## src/rtl/dc_miss_handler.sv

```systemverilog
// Single-outstanding DC miss handler: issues the L2 request, picks an RRIP victim
// (aging the set when nothing is evictable), displaces it and writes the fill.
//
// state | meaning
// IDLE  | accepting a new miss
// REQ   | L2 request held until accepted
// SCAN  | reading ways 0..7, evaluating each one cycle after its read
// AGE   | rewriting all 8 captured ways with rrip+1, then rescanning
// DISP  | victim displacement held until accepted
// WAIT  | victim chosen, waiting for the L2 ack
// FILL  | writing the new tag entry
module dc_miss_handler #(
  parameter int Ways     = 8,
  parameter int Sets     = 32,
  parameter int FillRrip = 2,
  localparam int WayW    = $clog2(Ways),
  localparam int IdxW    = $clog2(Sets)
) (
  input  logic                 clk,
  input  logic                 reset,
  input  logic                 miss_valid,
  output logic                 miss_retry,
  input  logic [IdxW-1:0]      miss_index,
  input  logic [9:0]           miss_tag,
  input  logic                 miss_write,
  output logic                 l1tol2_req_valid,
  input  logic                 l1tol2_req_retry,
  output logic [2:0]           l1tol2_req,
  input  logic                 l2tol1_snack_valid,
  input  logic [4:0]           l2tol1_snack,
  output logic                 l1tol2_disp_valid,
  input  logic                 l1tol2_disp_retry,
  output logic [2:0]           l1tol2_disp,
  output logic                 tb_rd_valid,
  output logic [IdxW+WayW-1:0] tb_rd_pos,
  input  logic [14:0]          tb_rd_data,
  output logic                 tb_wr_valid,
  output logic [IdxW+WayW-1:0] tb_wr_pos,
  output logic [14:0]          tb_wr_data,
  output logic                 fill_valid,
  output logic [WayW-1:0]      fill_way
);

  localparam logic [2:0] ST_I       = 3'b000;
  localparam logic [2:0] ST_S       = 3'b001;
  localparam logic [2:0] ST_M       = 3'b011;
  localparam logic [2:0] CMD_REQ_S  = 3'd1;
  localparam logic [2:0] CMD_REQ_M  = 3'd2;
  localparam logic [4:0] SCMD_ACK_S = 5'd4;
  localparam logic [4:0] SCMD_ACK_M = 5'd5;
  localparam logic [1:0] FILL_RRIP  = 2'(FillRrip);
  localparam logic [WayW-1:0] LAST_WAY = WayW'(Ways - 1);

  typedef enum logic [2:0] {IDLE, REQ, SCAN, AGE, DISP, WAIT, FILL} fsm_t;

  fsm_t            state, state_next;
  logic [IdxW-1:0] idx_q;
  logic [9:0]      tag_q;
  logic            write_q;
  logic [WayW:0]   rd_cnt;
  logic            eval_valid;
  logic [WayW-1:0] eval_way;
  logic [14:0]     entries [Ways];
  logic [WayW-1:0] victim;
  logic [2:0]      victim_state;
  logic [WayW-1:0] age_cnt;
  logic            ack_seen, ack_m;

  logic            ack_now, hit, scan_done;
  logic [2:0]      rd_state;
  logic [1:0]      rd_rrip;
  logic [14:0]     age_entry;

  always_comb begin
    rd_state  = tb_rd_data[14:12];
    rd_rrip   = tb_rd_data[11:10];
    ack_now   = (state != IDLE) && l2tol1_snack_valid &&
                ((l2tol1_snack == SCMD_ACK_S) || (l2tol1_snack == SCMD_ACK_M));
    hit       = (state == SCAN) && eval_valid && ((rd_state == ST_I) || (rd_rrip == 2'b11));
    scan_done = (state == SCAN) && eval_valid && (eval_way == LAST_WAY) && !hit;
    age_entry = entries[age_cnt];
  end

  always_ff @(posedge clk) begin
    if (reset) state <= IDLE;
    else       state <= state_next;
  end

  always_comb begin
    state_next = state;
    case (state)
      IDLE: if (miss_valid) state_next = REQ;
      REQ:  if (!l1tol2_req_retry) state_next = SCAN;
      SCAN: begin
        if (hit)            state_next = (rd_state != ST_I) ? DISP : WAIT;
        else if (scan_done) state_next = AGE;
      end
      AGE:  if (age_cnt == LAST_WAY) state_next = SCAN;
      DISP: if (!l1tol2_disp_retry) state_next = WAIT;
      WAIT: if (ack_seen || ack_now) state_next = FILL;
      FILL: state_next = IDLE;
      default: state_next = IDLE;
    endcase
  end

  always_ff @(posedge clk) begin
    if (reset) begin
      idx_q        <= '0;
      tag_q        <= '0;
      write_q      <= 1'b0;
      rd_cnt       <= '0;
      eval_valid   <= 1'b0;
      eval_way     <= '0;
      victim       <= '0;
      victim_state <= '0;
      age_cnt      <= '0;
      ack_seen     <= 1'b0;
      ack_m        <= 1'b0;
      for (int i = 0; i < Ways; i++) entries[i] <= '0;
    end else begin
      if (state == IDLE && miss_valid) begin
        idx_q   <= miss_index;
        tag_q   <= miss_tag;
        write_q <= miss_write;
      end
      // The read issued this cycle is evaluated next cycle against eval_way.
      eval_valid <= tb_rd_valid;
      eval_way   <= rd_cnt[WayW-1:0];
      rd_cnt     <= (state == SCAN && state_next == SCAN) ? rd_cnt + {{WayW{1'b0}}, tb_rd_valid}
                                                          : '0;
      if (state == SCAN && eval_valid) entries[eval_way] <= tb_rd_data;
      if (hit) begin
        victim       <= eval_way;
        victim_state <= rd_state;
      end
      age_cnt <= (state == AGE) ? age_cnt + 1'b1 : '0;
      if (state == FILL) begin
        ack_seen <= 1'b0;
        ack_m    <= 1'b0;
      end else if (ack_now) begin
        ack_seen <= 1'b1;
        ack_m    <= (l2tol1_snack == SCMD_ACK_M);
      end
    end
  end

  always_comb begin
    miss_retry        = (state != IDLE);
    l1tol2_req_valid  = 1'b0;
    l1tol2_req        = '0;
    l1tol2_disp_valid = 1'b0;
    l1tol2_disp       = '0;
    tb_rd_valid       = 1'b0;
    tb_rd_pos         = '0;
    tb_wr_valid       = 1'b0;
    tb_wr_pos         = '0;
    tb_wr_data        = '0;
    fill_valid        = 1'b0;
    fill_way          = '0;
    case (state)
      REQ: begin
        l1tol2_req_valid = 1'b1;
        l1tol2_req       = write_q ? CMD_REQ_M : CMD_REQ_S;
      end
      SCAN: begin
        // No further reads once a victim is found or all ways are issued.
        tb_rd_valid = !rd_cnt[WayW] && !hit;
        tb_rd_pos   = {idx_q, rd_cnt[WayW-1:0]};
      end
      AGE: begin
        tb_wr_valid = 1'b1;
        tb_wr_pos   = {idx_q, age_cnt};
        tb_wr_data  = {age_entry[14:12], age_entry[11:10] + 2'd1, age_entry[9:0]};
      end
      DISP: begin
        l1tol2_disp_valid = 1'b1;
        l1tol2_disp       = victim_state;
      end
      FILL: begin
        tb_wr_valid = 1'b1;
        tb_wr_pos   = {idx_q, victim};
        tb_wr_data  = {ack_m ? ST_M : ST_S, FILL_RRIP, tag_q};
        fill_valid  = 1'b1;
        fill_way    = victim;
      end
      default: ;
    endcase
  end

endmodule

```

## config.mk

```make
export PLATFORM = sky130hd
export DESIGN_NAME = dc_miss_handler
export DESIGN_NICKNAME = d
export VERILOG_FILES = /design/src/rtl/dc_miss_handler.sv
export SDC_FILE = /design/constraint.sdc
export NUM_CORES = 1
export LEC_CHECK = 0
export BUFFER_PORTS_ARGS = -buffer_cell sky130_fd_sc_hd__buf_4
export CORE_MARGIN = 1
export CORE_UTILIZATION = 58
export CTS_BUF_LIST = sky130_fd_sc_hd__clkbuf_16
export DETAILED_ROUTE_END_ITERATION = 12
export GPL_TIMING_DRIVEN = 0
export PLACE_DENSITY = 0.79
export SLEW_MARGIN = 40
export SYNTH_ARGS = -nofsm -noshare
export SYNTH_HDL_FRONTEND = slang
export SYNTH_SLANG_ARGS = --single-unit
export TNS_END_PERCENT = 10
```

## constraint.sdc

```tcl
create_clock -name clk -period 2.35 [get_ports clk]
set_clock_uncertainty 0.15 [all_clocks]
set_input_delay 0.1175 -clock clk [delete_from_list [all_inputs] [get_ports clk]]
set_output_delay 0.1175 -clock clk [all_outputs]
set_load 0.05 [all_outputs]
```

* Yosys cells after proc, flatten, opt, wreduce, memory -nomap -nowiden *
Memory sizes are Yosys's and may differ from the RTL's. A register that Yosys moved wholly into a read port is not among the register bits.
Index checks and enable logic that the tools add are counted.

operators by class
  add/sub/neg operators = 3
  equal/unequal tests = 12
  multiplexer cells = 31
  bitwise operators = 2
  reduce and logical (&&, ||, !) cells = 23

operators with widths
  cell                 count
  $mux 3               11
  $pmux 15 s2          1
  $pmux 3 s6           1
  $pmux 8 s2           1
  $eq 3x3->1 const B   5
  $mux 15              1
  $reduce_or 15->1     1
  $mux 1               12
  $eq 5x3->1 const B   2
  $eq 3x2->1 const B   3
  $logic_and 1x1->1    9
  $mux 8               1
  $reduce_or 2->1      4
  $logic_not 3->1      2
  $mux 2               3
  $reduce_bool 3->1    2
  $add 4x1->4          1
  $add 3x1->3 const B  1
  $eq 3x1->1 const B   1
  $logic_or 1x1->1     3
  $add 2x1->2 const B  1
  $eq 2x2->1 const B   1
  $logic_not 1->1      2
  $not 1->1            2

storage, ports and cells
  flip-flop bits (word level) = 38
  bits in writable memories = 120
  output and inout bits = 46
  logic and storage cells = 84
  memories = 1

memory list
  name     words  bits a word  rd ports  clocked after memory_dff  wr ports  RTL line  text
  entries  8      15           1         1                         8         63        logic [14:0] entries [Ways];

* Logic depth before layout (Yosys ltp) *
Gate-level depths: netlist of run 1.

  word-level depth = 12
  depth in mapped cells = 7
  depth with buffers taken out = 7

* Least setup slack after synthesis of run 1 *
OpenSTA, ideal clock, no wires.

  kind = reg-to-output
  start = register state[0]
  end = output l1tol2_req[0]
  arrival = 2,634 ps
  data required time = 2,082 ps
  setup slack = -552 ps
  stages on the path, launching flop included = 4
  buffers on the path = 1
  cells stage by stage = dfxtp_1 buf_2 nor3b_1 nor2b_1

on the way
  cells in the longest elaborated chain, start to end = 2

ends and longest elaborated chain
  what                    RTL line  text
  from (decl)             56        fsm_t state, state_next;
  from (signal assigned)  86        else state <= state_next;
  $eq 3x1->1              160       case (state)
  $mux 2                  160
  to (decl)               28        output logic [2:0] l1tol2_req,

No other way between the ends.

==> results by group, run 1 <==
Outcome
  – Failing checks: negative setup slack
  – Status: finished, violations left

Worst setup path
  – Worst EP arrival: between 2 and 2.5 ns
  – Top fanout value on the critical path: 6
  – Crit path cell chain: buf_8 -> buf_12 -> buf_8 -> mux4_2 -> mux2i_4 -> o21ai_0 -> buf_4
  – CP most frequent cell: buf_8
  – Worst EP required: between 2 and 2.5 ns
  – Crit Path Class: flop to output pin
  – Crit. End Element: output pin
  – Crit start category: flop
  – Max incr delay on CP: around 0.55 ns
  – Critical path's slowest cell: mux4_2

Global route
  – Grt ovf: 0
  – GR Util met2: a little over half
  – Gr usage total: a little under a third
  – GRT Max-Usage Layer: met2
  – Largest net degree at the start of global routing: 17
  – Vias in the first global route: about 5.2k
  – First-pass GRT wire length: between 20,000 and 30,000 um
  – Initial antenna violation count: 0
  – Met3 global-route usage: ~5.7%
  – Met1 GRT Util: 37.3%

Clock network
  – Root Driver: clkbuf_16
  – H-tree level count: 4
  – Insertion delay to the later sink of the worst-skew pair: ~0.43 ns
  – Clock-pin slew on the worst setup and hold paths: approximately 0.060 ns
  – CTS buffer count: 17
  – Clk buf depth: 2
  – CTS Sinks: ~160
  – CTS tree: yes

Final layout
  – Nets: just under 800
  – Cell area after layout: roughly 9600 sq um
  – Layout area overhead: 30.3%
  – # diodes: 0
  – Layout cells sized above 1: between 20% and 30%

Pwr
  – Sequential share of power: between 50 and 60%
  – Internal power: 4.68 mW
  – Switching Share: between 20 and 25%
  – Comb pwr share: about 8.6%
  – Clk pwr share: about two fifths
  – P per Cell Area: about 640 nW/um^2
  – Peak supply drop: approximately 0.63 mV
  – Psw: 1.41 mW
  – Leak Pwr: roughly 3.7 nW
  – Tot Pwr: between 6 and 7 mW

Yosys
  – Yosys top cell by area: edfxtp_1
  – #FFs+latches synth: 158
  – Count of flip-flops with a built-in enable after synthesis: 120
  – Post-synthesis cell count: approximately 560
  – Synth Area per Inst: about 13 sq um
  – Synth Cell Area: ~7300 sq um
  – Async SR Flop Fraction: 0%
  – Synth top area share: approximately 49%
  – Yosys warns: 0
  – Synth unique cells: 50
  – Synth area leaders: edfxtp_1, and2_1, dfxtp_1, mux4_2, mux2i_1
  – Post-synth net total: 609
  – Most common cell in the netlist: and2_1
  – Ys flop type: edfxtp_1
  – Most instantiated cells after synthesis: and2_1, edfxtp_1, nand2_1
  – Register area share after synthesis: slightly below 60%

Route
  – DRT antenna net count: 0
  – DR WL/cell: 21.7 um
  – Via count: roughly 5.2k
  – DRC violations left: 0
  – Pre-Repair DR Iteration Count: 5
  – Final wirelength: 19,700 um
  – DR vias/cell: between 5 and 6
  – DR iter-0 viols: roughly 530

Floorplan
  – IO Pins: about 90
  – Starting Density: 60.3%
  – Core ar.: 12,200 sq um
  – Die span in x: 114 um
  – Die height: ~110 um
  – Die area: ~13,000 sq um
  – Site row count: 40

Timing
  – Worst slew margin: 58.3%
  – RSZ-0062 raised after global routing: true
  – Worst Tran Pin Value: 0.619 ns
  – Final Max Slew Viols: 0
  – Max Fclk: a little under 0.4 GHz
  – Setup TNS: -2.07 ns
  – Worst setup margin: -0.218 ns
  – Final Hold Viols: 0
  – Final-report setup violation count: 15
  – Hold_ws: approximately 0.048 ns
  – Period utilisation layout: 109%
  – Crit path time final: roughly 2.6 ns

Place
  – DP HPWL: between 10,000 and 15,000 um
  – Routability Congestion: 0.785
  – I/O Buffers: between 80 and 90
  – DP Area: 8210 sq um

Hold path
  – Hold WC Path Type: input port to flop

Run
  – Max Cap Viol: 0
-- through the flow --
| stage | instances | utilization (%) | worst slack, ns |
|---|---|---|---|
| 2_1_floorplan | 563 | - | -0.468 |
| 3_3_place_gp | 817 | 67.4 | -0.375 |
| 3_5_place_dp | 817 | 67.5 | -0.261 |
| 4_1_cts | 901 | 77.6 | -0.200 |
| 5_1_grt | 908 | 78.6 | -0.258 |
| 6_report | 908 | 78.6 | -0.218 |
-- power by group through the flow --
| stage | clock network, mW | logic, mW | registers [mW] |
|---|---|---|---|
| after floorplan | 0 | 0.248 | 3.17 |
| after global placement | 0 | 0.405 | 3.18 |
| after detailed placement | 0 | 0.417 | 3.18 |
| after CTS | 2.44 | 0.501 | 3.13 |
| after global routing | 2.55 | 0.555 | 3.13 |
| final | 2.44 | 0.523 | 3.13 |
-- layout by cell type (no fill, tap or decap), types with 6 or more instances in the layout --
cell type / count
mux2i_1: 13
nor2_1: 13
clkbuf_1: 10
nor3_1: 6
a21oi_1: 24
edfxtp_1: 120
buf_4: 88
clkbuf_16: 18
mux2i_4: 7
nand2_1: 54
buf_2: 10
dfxtp_1: 37
mux4_2: 29
or2_4: 8
dlygate4sd3_1: 42
o21ai_1: 7
and2_1: 142
buf_6: 20
inv_1: 7
-- kinds of logic after synthesis --
family,count (synthesis),synth area share (%)
simple gates,257,20.4
buf+inv,37,2.76
xor+xnor,3,0.358
mux,52,12.3
compound gates,51,3.96
fa+ha+maj,4,0.682
flops,158,59.5
other cells,1,0.0511
-- metal layers --
layer  vias to the layer above  routed length (um)
met5                         -                   0
met3                        31                1380
li1                       2335                   -
met2                       255               10500
met1                      2612                7380
met4                         0                 360
-- registers in the layout, summed over array words and instances (netlist names), 4 cells and up --
register  cells
tag_q        10
rd_cnt        4
entries     120
idx_q         5
-- final timing paths --
path | from | end | slack [ns] | cells past startpoint
hold reg to reg | tag_q[5] | tag_q[5] | 0.30 | 2
setup / recovery | age_cnt[0] | tb_wr_data[2] | -0.22 | 7
setup reg to reg | state[1] | entries[7][4] | 0.09 | 6
hold / removal | tb_rd_data[11] | rd_cnt[2] | 0.05 | 5
-- final cells by class --
cell class,count,area (sq um)
inverter,3,11.3
sequential,158,4370
buffer,33,229
fill,694,2600
clock buffer,18,450
multi-input combinational,368,2920
tap,168,210
timing repair buffer,146,1320
clock inverter,14,60.1
-- critical path, delay by kind of cell (launching register included) --
family | cells | cell delay, ns
AO/OA/AOI/OAI | 1 | 0.13
buffers and inverters | 4 | 0.61
flip-flops | 1 | 0.35
multiplexers | 2 | 0.77
-- timing repair --
action / in CTS / in global routing
hold endpoints to repair: 127 / 0
cloned: 2 / 0
resized for setup: 53 / 33
hold buffers: 42 / 0
buffers inserted: 8 / 11
pin swaps: 4 / 8
endpoints found under the setup margin: 119 / 126
(Power assumes the default switching activity.)
==> inputs of run 2 (changes only) <==
==> constraint.sdc (replaced) <==
create_clock -name clk -period 2.35 [get_ports clk]
set_clock_uncertainty 0.15 [all_clocks]
set_input_delay 0.1175 -clock clk [delete_from_list [all_inputs] [get_ports clk]]
set_output_delay 0.1175 -clock clk [all_outputs]
set_load 0.02 [all_outputs]
==> results by group, run 2 (synthesis gave the netlist of run 1 again) <==
Floorplan
  – Starting Density: 60.3% (unchanged)
  – IO Pins: 88 (unchanged)
  – Site row count: 40 (unchanged)
  – Core ar.: 12,200 sq um (unchanged)
  – Die span in x: 114 um (unchanged)
  – Die height: 114 um (unchanged)
  – Die area: 13,100 sq um (unchanged)

Place
  – Routability Congestion: 0.780 (-0.73%)
  – DP HPWL: 11,600 um (-0.44%)
  – Placed Cells: 817 (unchanged)
  – I/O Buffers: 86 (unchanged)

Final layout
  – Biggest regs: entries (120), tag_q (10), idx_q (5)
  – Non-filler cells, final: 903 (-0.55%)
  – Max reg flops: 120 (unchanged)
  – Nets: 768 (-0.65%)
  – Most frequent cells in the layout: and2_1, edfxtp_1, buf_4
  – Layout Utilization: 78.3% (-0.28 points)
  – # diodes: 0 (unchanged)
  – Commonest non-fill, non-tap cell in the layout: and2_1
  – Layout cells sized above 1: 29.8% (+0.20 points)
  – Layout area overhead: 29.8%
  – Most flop-heavy register: entries

Global route
  – GRT Max-Usage Layer: met2
  – Met3 global-route usage: 5.72% (+0.053 points)
  – Largest net degree at the start of global routing: 17 (unchanged)
  – Vias in the first global route: 5,267 (+1.4%)
  – Initial antenna violation count: 0 (unchanged)
  – Grt ovf: 0 (unchanged)
  – Met1 GRT Util: 38.1% (+0.86 points)
  – GR Util met2: 53.8% (-0.93 points)
  – First-pass GRT wire length: 28,700 um (+0.48%)
  – Gr usage total: 30.9% (-0.069 points)

Clock network
  – H-tree level count: 4 (unchanged)
  – Clock-pin slew on the worst setup and hold paths: 0.06 ns (about the same)
  – CTS buffer count: 17 (unchanged)
  – Root Driver: clkbuf_16
  – CTS tree: yes
  – Insertion delay to the later sink of the worst-skew pair: 0.43 ns (about the same)
  – Clk buf depth: 2 (unchanged)
  – CTS Sinks: 158 (unchanged)

Worst setup path
  – Top fanout value on the critical path: 7 (+1)
  – R2R Setup Slk: 0.05 ns (-0.04 ns)
  – Worst path bufs/invs: 3 (-1)
  – Crit start category: flop
  – Crit path cell chain: buf_6 -> buf_12 -> mux4_2 -> mux2i_4 -> xnor2_1 -> o21ai_1 -> buf_4
  – Critical path's slowest cell: mux4_2
  – Crit. End Element: output pin
  – Worst EP arrival: 2.20 ns (-0.10 ns)
  – Kind of cell adding the most delay to the critical path: multiplexers
  – Worst EP required: 2.08 ns (about the same)
  – Crit Path Class: flop to output pin
  – Max incr delay on CP: 0.56 ns (about the same)

Route
  – DR iter-0 viols: 462 (-13%)
  – Via count: 5,142 (-1.7%)
  – Final wirelength: 19,100 um (-2.8%)
  – DR WL/cell: 21.2 um (-2.3%)
  – DRT antenna net count: 0 (unchanged)
  – Pre-Repair DR Iteration Count: 5 (unchanged)
  – DR vias/cell: 5.69 (-1.2%)
  – DRC violations left: 0 (unchanged)

Timing
  – Final Hold Viols: 0 (unchanged)
  – RSZ-0062 raised after global routing: true
  – Final Max Slew Viols: 0 (unchanged)
  – Worst setup margin: -0.114 ns (+0.104 ns)
  – Max Fclk: 0.406 GHz (+4.2%)
  – Setup TNS: -1.04 ns (+1.04 ns)
  – Final-report setup violation count: 14 (-1)
  – Crit path time final: 2.46 ns (-0.104 ns)
  – Worst Tran Pin Value: 0.568 ns (-0.0514 ns)
  – Worst slew margin: 62.0% (+3.7 points)
  – Period utilisation layout: 105% (-4.4 points)

Pwr
  – P per Cell Area: 652 nW/um^2 (+2.3%)
  – Tot Pwr: 6.21 mW (+2.0%)
  – Leak Pwr: 3.72 nW (-0.85%)
  – Peak supply drop: 0.662 mV (+5.9%)

Outcome
  – Status: finished, violations left
  – Failing checks: negative setup slack

Hold path
  – Hold WC Path Type: input port to flop

Run
  – Max Cap Viol: 0 (unchanged)
==> run 2: power by group <==
| group | switching, mW | leakage [nW] | internal (mW) |
|---|---|---|---|
| Combinational | 0.257 | 1.87 | 0.218 |
| Clock | 1.07 | 0.295 | 1.54 |
| Sequential | 0.0375 | 1.55 | 3.09 |
==> run 2: worst paths after layout <==
kind | end | start | cells past startpoint
max | tb_wr_data[11] | age_cnt[0] | 7
max reg2reg | entries[1][8] | state[1] | 6
min | tag_q[9] | miss_valid | 4
min reg2reg | tag_q[8] | tag_q[8] | 2
==> run 2: per-layer routing <==
metal  part of all wire, %  wire length (um)  vias up
met2                    52              9920      295
met3                   8.3              1580       38
li1                      -                 -     2325
met5                     0                 0        -
met1                    38              7230     2484
met4                   2.0               384        0
==> run 2: cell type report <==
cell class,count,area [sq um]
clock buffer,19,475
clock inverter,13,80.1
inverter,3,11.3
fill,705,2630
timing repair buffer,140,1220
tap,168,210
sequential,158,4370
multi-input combinational,368,2920
buffer,34,248
==> run 2: through the flow <==
stage                     hold WS, ns  cell area [sq um]  setup WS (ns)
after floorplan                 0.103               7340          0.229
after global placement          0.222               8200         -0.365
after detailed placement        0.228               8210         -0.266
after CTS                     0.00510               9460         -0.146
after global routing           0.0722               9530         -0.203
final                          0.0136               9530         -0.114
==> run 2: tightest hold or removal path, stage by stage <==
cell and delay [ns]:
buf_4 0.09, nand2_1 0.16, nand2_1 0.12, a21oi_1 0.06
==> run 2: what timing repair did <==
action / 4_1_cts / 5_1_grt
hold endpoints to repair: 127 / 0
setup buffers: 12 / 3
cloned: 1 / 0
gates resized for setup: 56 / 22
pin swaps: 2 / 5
hold buffers: 39 / 0
setup endpoints to repair: 119 / 109
==> inputs of run 3 (changes only) <==
--- a/config.mk
+++ b/config.mk
@@ -12,6 +12,7 @@
 export DETAILED_ROUTE_END_ITERATION = 12
 export GPL_TIMING_DRIVEN = 0
 export PLACE_DENSITY = 0.79
+export SKIP_CTS_REPAIR_TIMING = 1
 export SLEW_MARGIN = 40
 export SYNTH_ARGS = -nofsm -noshare
 export SYNTH_HDL_FRONTEND = slang
==> results by group, run 3 (synthesis gave the netlist of run 1 again) <==
Outcome
  – Status: finished, violations left
  – Failing checks: negative hold slack, negative setup slack

Clock network
  – Clock-pin slew on the worst setup and hold paths: 0.06 ns (about the same)
  – CTS Sinks: 158 (unchanged)
  – H-tree level count: 4 (unchanged)
  – CTS tree: yes
  – Clk buf depth: 2 (unchanged)
  – Root Driver: clkbuf_16
  – Insertion delay to the later sink of the worst-skew pair: 0.43 ns (about the same)
  – CTS buffer count: 17 (unchanged)

Global route
  – Met1 GRT Util: 35.0% (-3.1 points)
  – Largest net degree at the start of global routing: 17 (unchanged)
  – Gr usage total: 28.0% (-2.9 points)
  – GR Util met2: 48.3% (-5.5 points)
  – GRT Max-Usage Layer: met2
  – First-pass GRT wire length: 26,000 um (-9.4%)
  – Initial antenna violation count: 0 (unchanged)
  – Vias in the first global route: 4,813 (-8.6%)
  – Grt ovf: 0 (unchanged)
  – Met3 global-route usage: 5.72% (unchanged)

Floorplan
  – Die span in x: 114 um (unchanged)
  – Core ar.: 12,200 sq um (unchanged)
  – Die height: 114 um (unchanged)
  – IO Pins: 88 (unchanged)
  – Starting Density: 60.3% (unchanged)
  – Site row count: 40 (unchanged)
  – Die area: 13,100 sq um (unchanged)

Worst setup path
  – R2r worst-path depth: 5 (-1)
  – Worst r2r src: state[2]
  – R2R Path End: entries[0][0]
  – Critical path's slowest cell: mux4_2
  – Crit. End Element: output pin
  – Top fanout value on the critical path: 6 (-1)
  – Crit start category: flop
  – Crit path cell chain: buf_6 -> buf_12 -> buf_4 -> mux4_2 -> mux2i_2 -> o21ai_0 -> buf_4
  – Worst EP required: 2.08 ns (about the same)
  – Worst EP arrival: 2.23 ns (+0.03 ns)
  – CP most frequent cell: buf_4
  – Max incr delay on CP: 0.50 ns (-0.06 ns)
  – Crit Path Class: flop to output pin
  – Levels on crit path: 7 (unchanged)
  – Kind of cell adding the most delay to the critical path: multiplexers
  – Worst path bufs/invs: 4 (+1)
  – R2R Setup Slk: -0.06 ns (-0.11 ns)

Route
  – Pre-Repair DR Iteration Count: 5 (unchanged)
  – DRC violations left: 0 (unchanged)
  – DR WL/cell: 20.7 um (-2.0%)
  – Final wirelength: 18,700 um (-1.9%)
  – DR iter-0 viols: 465 (+0.65%)
  – Via count: 5,124 (-0.35%)
  – DR vias/cell: 5.67 (-0.46%)
  – DRT antenna net count: 0 (unchanged)

Place
  – DP HPWL: 11,600 um (unchanged)
  – DP Area: 8210 sq um (unchanged)
  – I/O Buffers: 86 (unchanged)
  – Routability Congestion: 0.780 (unchanged)

Final layout
  – Most frequent cells in the layout: and2_1, edfxtp_1, buf_4
  – Nets: 769 (+0.13%)
  – Max reg flops: 120 (unchanged)
  – # fillers: 727 (+3.1%)
  – # diodes: 0 (unchanged)
  – Cell area after layout: 9490 sq um (-0.39%)
  – Most flop-heavy register: entries
  – Commonest non-fill, non-tap cell in the layout: and2_1
  – Layout cells sized above 1: 30.2% (+0.37 points)
  – Layout area overhead: 29.3%
  – Biggest regs: entries (120), tag_q (10), idx_q (5)
  – Layout Utilization: 78.0% (-0.31 points)

Timing
  – Period utilisation layout: 106% (+1.6 points)
  – Worst slew margin: 61.1% (-0.97 points)
  – Max Fclk: 0.400 GHz (-1.5%)
  – Worst Tran Pin Value: 0.579 ns (+0.0107 ns)
  – Final Hold Viols: 3 (+3)
  – Worst setup margin: -0.151 ns (-0.0369 ns)
  – Final-report setup violation count: 28 (+14)
  – Hold_ws: -0.0344 ns (-0.0480 ns)
  – Crit path time final: 2.50 ns (+0.0369 ns)
  – Final Max Slew Viols: 0 (unchanged)
  – RSZ-0062 raised after global routing: true

Hold path
  – Worst Hold Path EP: state[1]
  – Hold WC Path Type: input port to flop
  – Hold wc startpoint: l2tol1_snack[4]
  – Hold path depth: 4 (unchanged)

Pwr
  – Peak supply drop: 0.666 mV (+0.57%)
  – Tot Pwr: 6.19 mW (-0.38%)
  – Leak Pwr: 3.73 nW (+0.25%)
  – P per Cell Area: 652 nW/um^2 (about the same)

Run
  – Max Cap Viol: 0 (unchanged)
## run 3: cell types whose count changed in the layout (fill, tap and decap cells not counted), sizes merged
| cell | delta |
|---|---|
| dlygate4sd3 | -6 |
| buf | +4 |
| clkbuf | +3 |
## run 3: area by class of cell
| class | instances | area, sq um | area share (%) |
|---|---|---|---|
| inverter | 3 | 11.3 | 0.119 |
| clock inverter | 13 | 80.1 | 0.844 |
| clock buffer | 19 | 475 | 5.01 |
| timing repair buffer | 141 | 1210 | 12.7 |
| sequential | 158 | 4370 | 46.0 |
| tap | 168 | 210 | 2.21 |
| buffer | 34 | 246 | 2.60 |
| multi-input combinational | 368 | 2890 | 30.5 |
## run 3: worst min-delay path, cell delays in order
cell and delay, ns:
buf_4 0.08, nor4_1 0.07, o2111ai_1 0.17, a21oi_1 0.06
## run 3: report_power, final
part	internal [mW]	switching, mW
logic	0.210	0.252
clock network	1.54	1.06
registers	3.09	0.0374
total	4.84	1.34
## run 3: how the worst max path moves through the flow
stage | start | end | slack [ns]
after floorplan | state[2] | entries[0][0] | 0.23
after global placement | state[1] | entries[7][8] | -0.37
after detailed placement | state[2] | entries[0][6] | -0.27
after CTS | age_cnt[1] | tb_wr_data[9] | -0.51
after global routing | age_cnt[0] | tb_wr_data[11] | -0.22
final | age_cnt[0] | tb_wr_data[1] | -0.15
## run 3: per-layer routing
layer,share of wire [%],vias up
li1,-,2328
met1,39,2486
met2,51,268
met3,7.4,42
met4,2.4,0
met5,0,-
## run 3: metrics by stage
stage	worst slack (ns)	setup TNS [ns]	hold slack, ns	instances
final	-0.151	-1.83	-0.0344	904
after global routing	-0.218	-4.12	0.00167	904
after CTS	-0.513	-22.70	-0.219	849
after detailed placement	-0.266	-12.57	0.228	817
after global placement	-0.365	-14.47	0.222	817
after floorplan	0.229	0	0.103	563
